==> src/rtl/mem_arb_pkg.sv <==
// Shared types and constants for the main-memory block-port arbiter.
`timescale 1ns/1ps
package mem_arb_pkg;

    localparam int ADDR_W_DEF  = 28;   // block address = byte address [31:4]
    localparam int BLOCK_W_DEF = 128;  // 4 x 32-bit words per block

    // Requester identifiers, also used as the last-grant encoding
    localparam logic REQ_I = 1'b0;
    localparam logic REQ_D = 1'b1;

    typedef enum logic [1:0] {
        IDLE  = 2'd0,
        GNT_I = 2'd1,
        GNT_D = 2'd2,
        DONE  = 2'd3
    } arb_state_t;

endpackage

==> src/rtl/arb_priority_select.sv <==
// Combinational tie-breaker for the two cache requesters.
// Default build: D-cache always beats I-cache.
// With MEM_ARB_ROUND_ROBIN_EN defined: on a tie the requester that was not
// granted most recently wins; single requests are granted as-is.
`timescale 1ns/1ps
module arb_priority_select
    import mem_arb_pkg::*;
(
    input  logic i_req,
    input  logic d_req,
`ifdef MEM_ARB_ROUND_ROBIN_EN
    input  logic last_grant,
`endif
    output logic grant_valid,
    output logic grant_id
);

    // Pick a winner whenever at least one cache is asking
    always_comb begin
        grant_valid = i_req | d_req;
        grant_id    = d_req ? REQ_D : REQ_I;
`ifdef MEM_ARB_ROUND_ROBIN_EN
        if (i_req && d_req) begin
            grant_id = (last_grant == REQ_I) ? REQ_D : REQ_I;
        end
`endif
    end

endmodule

==> src/rtl/mem_bus_arbiter.sv <==
// Arbiter sharing one main-memory block port between the I-cache (refill
// reads) and the D-cache (refills and write-backs). Each level request is
// turned into one serialized memory command and a one-cycle acknowledge.
// A DONE cycle after every transfer lets the served cache drop its request
// before the next arbitration. All outputs are registered.
// Optional macro: MEM_ARB_ROUND_ROBIN_EN (alternating tie-break instead of
// fixed D-over-I priority).
`timescale 1ns/1ps
module mem_bus_arbiter
    import mem_arb_pkg::*;
#(
    parameter int ADDR_W  = ADDR_W_DEF,
    parameter int BLOCK_W = BLOCK_W_DEF
)
(
    input  logic               CLK,
    input  logic               RESET,
    input  logic               I_REQ,
    input  logic [ADDR_W-1:0]  I_ADDR,
    output logic               I_ACK,
    output logic [BLOCK_W-1:0] I_RDATA,
    input  logic               D_REQ,
    input  logic               D_WR,
    input  logic [ADDR_W-1:0]  D_ADDR,
    input  logic [BLOCK_W-1:0] D_WDATA,
    output logic               D_ACK,
    output logic [BLOCK_W-1:0] D_RDATA,
    output logic               MEM_READ,
    output logic               MEM_WRITE,
    output logic [ADDR_W-1:0]  MEM_ADDR,
    output logic [BLOCK_W-1:0] MEM_WDATA,
    input  logic [BLOCK_W-1:0] MEM_RDATA,
    input  logic               MEM_ACK
);

    arb_state_t         state_reg;
    logic               i_ack_reg;
    logic               d_ack_reg;
    logic [BLOCK_W-1:0] i_rdata_reg;
    logic [BLOCK_W-1:0] d_rdata_reg;
    logic               mem_read_reg;
    logic               mem_write_reg;
    logic [ADDR_W-1:0]  mem_addr_reg;
    logic [BLOCK_W-1:0] mem_wdata_reg;
`ifdef MEM_ARB_ROUND_ROBIN_EN
    logic               last_grant_reg;
`endif

    logic grant_valid;
    logic grant_id;

    arb_priority_select u_select (
        .i_req       (I_REQ),
        .d_req       (D_REQ),
`ifdef MEM_ARB_ROUND_ROBIN_EN
        .last_grant  (last_grant_reg),
`endif
        .grant_valid (grant_valid),
        .grant_id    (grant_id)
    );

    // Arbitration FSM: grant in IDLE, hold command until MEM_ACK, ack in DONE
    always_ff @(posedge CLK) begin
        if (RESET) begin
            state_reg     <= IDLE;
            i_ack_reg     <= 1'b0;
            d_ack_reg     <= 1'b0;
            i_rdata_reg   <= '0;
            d_rdata_reg   <= '0;
            mem_read_reg  <= 1'b0;
            mem_write_reg <= 1'b0;
            mem_addr_reg  <= '0;
            mem_wdata_reg <= '0;
`ifdef MEM_ARB_ROUND_ROBIN_EN
            last_grant_reg <= REQ_I;
`endif
        end else begin
            // Acknowledges are single-cycle pulses
            i_ack_reg <= 1'b0;
            d_ack_reg <= 1'b0;
            case (state_reg)
                IDLE: begin
                    if (grant_valid) begin
                        if (grant_id == REQ_D) begin
                            state_reg     <= GNT_D;
                            mem_addr_reg  <= D_ADDR;
                            mem_wdata_reg <= D_WDATA;
                            mem_write_reg <= D_WR;
                            mem_read_reg  <= ~D_WR;
                        end else begin
                            state_reg     <= GNT_I;
                            mem_addr_reg  <= I_ADDR;
                            mem_read_reg  <= 1'b1;
                        end
`ifdef MEM_ARB_ROUND_ROBIN_EN
                        last_grant_reg <= grant_id;
`endif
                    end
                end
                GNT_I: begin
                    if (MEM_ACK) begin
                        mem_read_reg <= 1'b0;
                        i_rdata_reg  <= MEM_RDATA;
                        i_ack_reg    <= 1'b1;
                        state_reg    <= DONE;
                    end
                end
                GNT_D: begin
                    if (MEM_ACK) begin
                        // Write-backs leave the refill buffer untouched
                        if (mem_read_reg) begin
                            d_rdata_reg <= MEM_RDATA;
                        end
                        mem_read_reg  <= 1'b0;
                        mem_write_reg <= 1'b0;
                        d_ack_reg     <= 1'b1;
                        state_reg     <= DONE;
                    end
                end
                DONE: begin
                    state_reg <= IDLE;
                end
                default: begin
                    state_reg <= IDLE;
                end
            endcase
        end
    end

    assign I_ACK     = i_ack_reg;
    assign I_RDATA   = i_rdata_reg;
    assign D_ACK     = d_ack_reg;
    assign D_RDATA   = d_rdata_reg;
    assign MEM_READ  = mem_read_reg;
    assign MEM_WRITE = mem_write_reg;
    assign MEM_ADDR  = mem_addr_reg;
    assign MEM_WDATA = mem_wdata_reg;

endmodule
==> config.mk <==
export PLATFORM = sky130hd
export DESIGN_NAME = mem_bus_arbiter
export DESIGN_NICKNAME = d
export VERILOG_FILES = /design/src/rtl/mem_arb_pkg.sv /design/src/rtl/arb_priority_select.sv /design/src/rtl/mem_bus_arbiter.sv
export SDC_FILE = /design/constraint.sdc
export NUM_CORES = 1
export LEC_CHECK = 0
export CORE_AREA = 2 2 289 291
export CTS_BUF_LIST = sky130_fd_sc_hd__clkbuf_4
export CTS_CLUSTER_DIAMETER = 60
export DETAILED_ROUTE_END_ITERATION = 7
export DIE_AREA = 0 0 291 293
export HOLD_SLACK_MARGIN = 0.05
export PLACE_DENSITY_LB_ADDON = 0.3
export SYNTH_ARGS = -nofsm -noshare
export SYNTH_HDL_FRONTEND = slang
export SYNTH_HIERARCHICAL = 1
export SYNTH_SLANG_ARGS = --single-unit
==> constraint.sdc <==
create_clock -name CLK -period 1.6 [get_ports CLK]
set_input_delay 0.32 -clock CLK [delete_from_list [all_inputs] [get_ports CLK]]
set_output_delay 0.32 -clock CLK [all_outputs]
set_load 0.01 [all_outputs]
==> reports/results.ini <==
[critical_path]
path_buf_inv = 1
critPathArrivalTime_ns = 1.39
path_class = reg2out
r2r_slack_ns = 0.06
crit_path_top_delay_cell = dfxtp_4
critPathMaxFanout = 2
required_ns = 1.28
cpPeakStageDelay_ns = 0.39
path_cells = buf_6
timing.rr.start = state_reg[1]
end_kind = output port
path_delay_family = flip-flops
r2r-end = MEM_WDATA[39]
start_kind = register
reg2reg_depth = 8

[route]
routed-via-count = 16950
viasPerCell = 4.060
dr.pass1.iters = 4
routed_wl_mm = 69.15
avgRoutedWirePerCell_um = 16.56
drc = 0
drt_iter0_markers = 548
ant_nets = 0

[timing]
hold_viol = 0
slew_headroom_pct = 76.19
rsz0062_at_grt = yes
setup_slack_ns = -0.1133
post-route-period-util_pct = 107.1
tightest_slew_ns = 0.3572
setup_violations = 177
hold_ws_ns = 0.2084
slew_violations = 0
finClkSkew_ns = 0.08214
fmax_mhz = 583.7
post-route-min-period_ns = 1.713

[yosys]
synth.top_cell.area_share_pct = 55.84
synth_most_common_cell = nand2_1
syn_nets = 2158
synth.ff_latch_count = 418
seq_area_frac_synth_pct = 55.84
synthTopCellsByCount = 771 x nand2_1, 418 x dfxtp_1, 387 x a21oi_1
syn_inst = 1835
ys.flop_type = dfxtp_1
synth_edf_count = 0
synth_cell_type_count = 30
netlist_area_sq_um = 14990
syn_area_per_cell_sq_um = 8.167
ys_warn_count = 6
synth-async-reset-ratio_pct = 0
yosys.area.top_type = dfxtp_1
synth.top_cells.by_area = dfxtp_1 56%, nand2_1 19%, a21oi_1 13%, buf_6 2.9%, mux2i_1 2.1%

[floorplan]
die_x_um = 291
dieArea_sq_um = 85260
coreArea_sq_um = 81850
num_rows = 105
start_util_pct = 18.31
ioPinCount = 734
die_h_um = 293

[run]
max-cap-violations = 0

[cts]
ctsHtreeMaxLevel = 3
clockBufferDepth = 3
cts_tree = done
cts_buffers = 120
clkTransAtPathRegs_ns = 0.07
root_buffer = clkbuf_4
insertion_delay_ns = 0.90
clock-sinks = 418

[global_routing]
antenna_found_initial = 5
grt_pass1_vias = 17080
grt_pass1_wl_mm = 101.3
gr-total-overflow = 0
grtUsageTotal_pct = 15.27
grt_max_degree = 68

[place]
dp_hpwl_mm = 47.76
io_buffer_count = 733
dpl.cell_count = 3592
place.gp.congestion = 0.8006
preCtsSetupSlack_ns = -0.3304

[hold_path]
min_from = D_ADDR[20]
worstHoldEndpoint = MEM_ADDR[20]
hold_path_class = in2reg
min_delay_path_depth = 3

[run_status]
status = finished, violations left
violations = negative setup slack

[cells_and_area]
nFillCells = 8303
area_growth_pct = 102.3
instances_no_fill = 4175
drive_gt1_share_pct = 38.41
num-nets-final = 3339
utilization_pct = 37.05

[power]
p_leak_nw = 12.00
power_density_nw_per_um2 = 1105
vdd_drop_max_v = 0.0006107

worst max-delay path by stage:
stage	from	to	cells after the start
6_report	MEM_WDATA[74]	MEM_WDATA[74]	1
5_1_grt	MEM_WDATA[9]	MEM_WDATA[9]	1
3_3_place_gp	I_REQ	MEM_WDATA[76]	7
4_1_cts	MEM_WDATA[9]	MEM_WDATA[9]	1
3_5_place_dp	I_REQ	MEM_WDATA[48]	7
2_1_floorplan	state_reg[1]	MEM_WDATA[107]	8
power by group:
group	internal (mW)	leakage (nW)	switching, mW
Combinational	5.95	7.54	4.95
Sequential	11.9	3.59	0.899
Clock	4.93	0.875	4.92
Total	22.7	12.0	10.8
stage by stage:
stage	cell area, sq um	power [mW]	TNS (ns)
after floorplan	14990	16.42	0
after global placement	23990	21.56	-68.96
after detailed placement	23990	21.59	-82.54
after CTS	29760	33.34	-74.61
after global routing	30320	35.46	-63.32
final	30320	33.51	-8.890
metal layers:
layer / up-vias / track usage, % / part of all wire (%)
li1: 8399 / - / -
met2: 617 / 27.13 / 50
met4: 2 / 7.191 / 4.0
met1: 7775 / 16.05 / 38
met5: - / 0 / 0.019
met3: 157 / 5.484 / 7.9
layout by cell type (no fill, tap or decap), types with 4 or more instances in the layout:
cell type | Yosys | final
nand2_1 | 771 | 770
buf_6 | 38 | 415
dfxtp_2 | 0 | 404
a21oi_1 | 387 | 386
clkdlybuf4s50_1 | 0 | 315
dlygate4sd3_1 | 0 | 307
clkbuf_4 | 1 | 171
buf_4 | 11 | 112
buf_12 | 0 | 40
mux2i_1 | 31 | 31
nor2_1 | 30 | 30
clkinv_1 | 0 | 27
a211oi_1 | 27 | 26
dfxtp_4 | 0 | 12
clkbuf_16 | 0 | 6
diode_2 | 0 | 4
ha_4 | 0 | 4
layout make-up:
cell class	instances	area (sq um)	area share, %
multi-input cells	1272	5772	19.03
clock buffers	171	1284	4.234
inverters	3	13.76	0.04539
clock inverters	36	182.7	0.6024
repair buffers	1201	12800	42.22
diodes	4	10.01	0.03301
well taps	1070	1339	4.415
flip-flops and latches	418	8919	29.41
repair_timing:
item / in CTS / in global routing
gates resized for setup: 2609 / 18
cloned: 2 / 6
pin swaps: 1 / 3
endpoints found under the hold margin: 417 / 0
setup endpoints to repair: 456 / 715
hold buffers: 307 / 0
setup buffers: 10 / 49
kinds of logic after synthesis:
kind of cell	Yosys count	share of synthesized area, %
muxes	31	2.070
adders and majority gates	5	0.4174
AOI/OAI and AO/OA	422	14.72
DFF	418	55.84
buffers and inverters	145	6.353
and+or+nand+nor	814	20.60
Power figures use the tool's default switching activity.
==> RTL edit 1, RTL diff (config.mk and constraints unchanged) <==
Add a define of `MEM_ARB_ROUND_ROBIN_EN`.
--- a/src/rtl/arb_priority_select.sv
+++ b/src/rtl/arb_priority_select.sv
@@ -3,6 +3,8 @@
 // With MEM_ARB_ROUND_ROBIN_EN defined: on a tie the requester that was not
 // granted most recently wins; single requests are granted as-is.
 `timescale 1ns/1ps
+`define MEM_ARB_ROUND_ROBIN_EN
+
 module arb_priority_select
     import mem_arb_pkg::*;
 (
Function: not settled (the Yosys comparison gave no result); the edit may change what the design does.
==> RTL edit 1 against the unedited design <==
  * The flow still finishes with violations (setup timing)
  * Register-to-register slack worse by 0.02 ns
  * Worst setup slack worse by 0.021 ns
  * Cell area grew 2.4%
  * First-iteration DRC count shrank 11%
  * Non-clock buffer count rose by 46
  * Hold slack improved by 0.084 ns
  * Wire length increased by 2.1%
  * Synthesized area is 0.63% higher
  * Critical path depth unchanged
  * Sequential cell count grew 1
  * Power grew 7.2%
==> RTL edit 1: results <==
export IMPL_status="finished, violations left"
export IMPL_failed_checks="setup timing"
export IMPL_synth_cells=1838
export IMPL_critical_path_slowest_cell="dfxtp_2"
export IMPL_routed_wl_mm=70.6
export IMPL_cpPeakStageDelay_ns=0.36
export IMPL_relSlewSlack=0.722
export IMPL_cp_arrival_ns=1.41
export IMPL_synth_net_count=2161
export IMPL_setup_violations_final=416
export IMPL_htree_levels=4
export IMPL_post_cts_setup_buffer_count=14
export IMPL_finalWorstSetupSlack_ns=-0.134
export IMPL_dpl_cell_count=3625
export IMPL_antenna_found_initial=7
export IMPL_nets=3399
export IMPL_ys_seq_area_frac=0.556
export IMPL_holdBufCountCts=314
export IMPL_tns_ns=-29.27
export IMPL_p_leak_nw=12.3
export IMPL_grt_max_degree=70
export IMPL_dp_slack_ns=-0.379
export IMPL_swShare=0.326
export IMPL_drive_above_1_share=0.406
export IMPL_ys_top_cells_by_count="770 x nand2_1, 419 x dfxtp_1, 368 x a21oi_1"
export IMPL_fin_skew_ns=0.0476
export IMPL_synth_compound_area_frac=0.150
export IMPL_synthMuxAreaShare=0.0206
export IMPL_synth_distinct_cells=33
export IMPL_dpl_hpwl_mm=48.9
export IMPL_vias_per_cell=4.05
export IMPL_wl_per_cell_um=16.6
export IMPL_yosys_top_cells_area="dfxtp_1 56%, nand2_1 19%, a21oi_1 12%"
export IMPL_netlist_area_leader_share=0.556
export IMPL_numCtsBuffers=130
export IMPL_place_congestion=0.807
RTL edit 1: cell count changes in the layout (fill, tap and decap cells not counted), sizes merged, moves of 2 or more:
cell         delta
diode           +2
buf            +42
dlygate4sd3     +7
clkinvlp        +4
clkinv         -14
inv             +3
nor3            +2
clkbuf         +16
RTL edit 1: per-layer routing:
layer | wire [um] | vias up | global-route usage | share of wire
li1 | - | 8539 | - | -
met1 | 26900 | 7893 | 0.169 | 0.38
met2 | 35300 | 597 | 0.279 | 0.50
met3 | 5170 | 161 | 0.0535 | 0.073
met4 | 3170 | 2 | 0.0862 | 0.045
met5 | 11 | - | 0 | 0.00016
RTL edit 1: final cells by class:
class / count / area [sq um]
sequential: 419 / 8930
inverter: 3 / 16.3
clock inverter: 30 / 206
clock buffer: 191 / 1430
tap: 1070 / 1340
timing repair buffer: 1247 / 13200
multi-input combinational: 1275 / 5890
antenna: 6 / 15.0
fill: 8288 / 50800
RTL edit 1: path summary, 6_finish.rpt:
| path | from | slack [ns] | endpoint | cells past startpoint |
|---|---|---|---|---|
| setup reg to reg | state_reg[0] | 0.04 | I_RDATA[63] | 8 |
| hold / removal | MEM_ACK | 0.29 | D_ACK | 3 |
| hold reg to reg | D_RDATA[84] | 0.45 | D_RDATA[84] | 2 |
| setup / recovery | D_RDATA[46] | -0.13 | D_RDATA[46] | 1 |
RTL edit 1: power groups by stage:
stage | clock network, mW | registers (mW) | logic, mW
finish | 10.8 | 13.0 | 12.1
global route | 11.9 | 13.1 | 13.1
floorplan | 0 | 13.2 | 4.19
CTS | 11.4 | 12.9 | 11.8
detailed placement | 0 | 12.7 | 10.6
global placement | 0 | 12.6 | 10.6
==> RTL edit 2, RTL diff (same settings) <==
Without the edit above. Reset style: asynchronous (`RESET`), changed in one clocked block.
--- a/src/rtl/mem_bus_arbiter.sv
+++ b/src/rtl/mem_bus_arbiter.sv
@@ -60,7 +60,7 @@
     );
 
     // Arbitration FSM: grant in IDLE, hold command until MEM_ACK, ack in DONE
-    always_ff @(posedge CLK) begin
+    always_ff @(posedge CLK or posedge RESET) begin
         if (RESET) begin
             state_reg     <= IDLE;
             i_ack_reg     <= 1'b0;
Behaviour: differs if RESET is asserted again (counterexample within 4 cycles, from zero or initial values and one cycle with RESET high); with RESET held inactive, the same outputs for 4 cycles.
==> RTL edit 2 against the unedited design <==
  * The flow still finishes with violations (setup timing)
  * Register-to-register slack got worse by 0.17 ns
  * Wire length decreased by 6.8%
  * Critical path depth unchanged
  * Synthesized area increased by 10%
  * Worst setup slack got worse by 0.070 ns
  * Critical path type unchanged
  * First-iteration DRC count decreased by 54%
  * Largest cell class unchanged
  * Sequential cell count unchanged
  * Cell area increased by 7.2%
Power is not compared: it rests on default switching activity, and its combinational part moved more than twofold at a synthesized area within 25%.
==> RTL edit 2: results <==
export IMPL_grtUsageTotal=0.140
export IMPL_holdCritStartpoint="MEM_RDATA[5]"
export IMPL_dp_slack_ns=-0.395
export IMPL_drive_above_1_share=0.543
export IMPL_grt_max_degree=57
export IMPL_synth_distinct_cells=20
export IMPL_async_reset_ff_frac=1.00
export IMPL_htree_levels=3
export IMPL_critical_path_slowest_cell="dfrtp_1"
export IMPL_finalWorstSetupSlack_ns=-0.183
export IMPL_synth_cells=974
export IMPL_status="finished, violations left"
export IMPL_p_leak_nw=15.5
export IMPL_relSlewSlack=0.769
export IMPL_numCtsBuffers=117
export IMPL_fillers=7738
export IMPL_critPathMaxFanout=2
export IMPL_ys_top_cells_by_count="418 x dfrtp_1, 265 x mux2_2, 120 x mux2_4"
export IMPL_fin_skew_ns=0.0962
export IMPL_nets=2650
export IMPL_clock_latency_ns=0.90
export IMPL_clkSlewWorstSetupHoldPaths_ns=0.07
export IMPL_tns_ns=-53.86
export IMPL_dr_wl_met2_mm=34.4
export IMPL_failed_checks="setup timing"
export IMPL_synth_ff_type="dfrtp_1"
export IMPL_top_layer="met5"
export IMPL_reg2reg_from="state_reg[1]"
export IMPL_multi_input_area_sq_um=6130
export IMPL_ys_seq_area_frac=0.632
export IMPL_cpPeakStageDelay_ns=0.42
export IMPL_drt_met1_wl_mm=24.2
export IMPL_rrSetupSlack_ns=-0.11
export IMPL_holdWs_ns=0.172
export IMPL_rr_endpoint="MEM_WDATA[100]"
export IMPL_setup_violations_final=657
export IMPL_hold_path_end="I_RDATA[5]"
export IMPL_grt_pass1_vias=15100
export IMPL_startpoint="I_RDATA[110]"
export IMPL_vias_per_cell=3.91
export IMPL_clockPowerShare=0.164
export IMPL_stdcell_count=3492
export IMPL_dr_wl_met3_mm=4.30
export IMPL_yosys_top_cells_area="dfrtp_1 63%, mux2_2 18%, mux2_4 11%"
export IMPL_place_congestion=0.766
export IMPL_whs_path_depth=2
export IMPL_wl_per_cell_um=18.5
export IMPL_dpl_hpwl_mm=42.1
export IMPL_cp_arrival_ns=1.46
export IMPL_worst_r2r_cell_count=7
export IMPL_dr_first_iter_drc_count=253
export IMPL_placedInstanceArea_sq_um=25700
export IMPL_synth_net_count=1297
export IMPL_grt_pass1_wl_mm=91.7
export IMPL_dpl_cell_count=2802
==> RTL edit 2: cell count changes after synthesis, sizes merged, moves of 33 or more <==
cell	before	now
clkbuf	34	1
buf	108	53
mux2	0	385
a21oi	387	28
dfrtp	0	418
nand2	771	3
dfxtp	418	0
==> RTL edit 2: metal layers <==
layer  track usage  up-vias
li1              -     6235
met1         0.149     6772
met2         0.258      534
met3        0.0461      101
met4        0.0493        2
met5             0        -
==> RTL edit 2: how the worst max path moves through the flow <==
stage	cells past startpoint	to	slack, ns
2_1_floorplan	1	D_ACK	-4.36
3_3_place_gp	6	I_RDATA[5]	-0.37
3_5_place_dp	6	I_RDATA[5]	-0.39
4_1_cts	1	D_RDATA[20]	-0.36
5_1_grt	1	MEM_ADDR[2]	-0.36
6_report	1	I_RDATA[110]	-0.18
==> RTL edit 2: logic make-up after synthesis <==
group / count (synthesis) / share of synthesized area
compound gates: 32 / 0.00976
mux: 417 / 0.309
simple gates: 44 / 0.0122
fa+ha+maj: 5 / 0.00378
flops: 418 / 0.632
buf+inv: 58 / 0.0334
==> RTL edit 2: timing repair <==
action / in CTS / in global routing
cloned: 25 / 15
hold buffers: 290 / 1
hold endpoints to repair: 516 / 1
pin swaps: 5 / 6
setup buffers: 86 / 80
setup endpoints to repair: 704 / 818
gates resized for setup: 2073 / 216
==> RTL edit 2: cell type report <==
cell class | instances | area share
Multi-Input combinational cell | 498 | 0.189
Timing Repair Buffer | 1288 | 0.402
Antenna cell | 4 | 0.000308
Inverter | 4 | 0.000962
Clock inverter | 50 | 0.00785
Clock buffer | 160 | 0.0369
Tap cell | 1070 | 0.0412
Sequential cell | 418 | 0.322
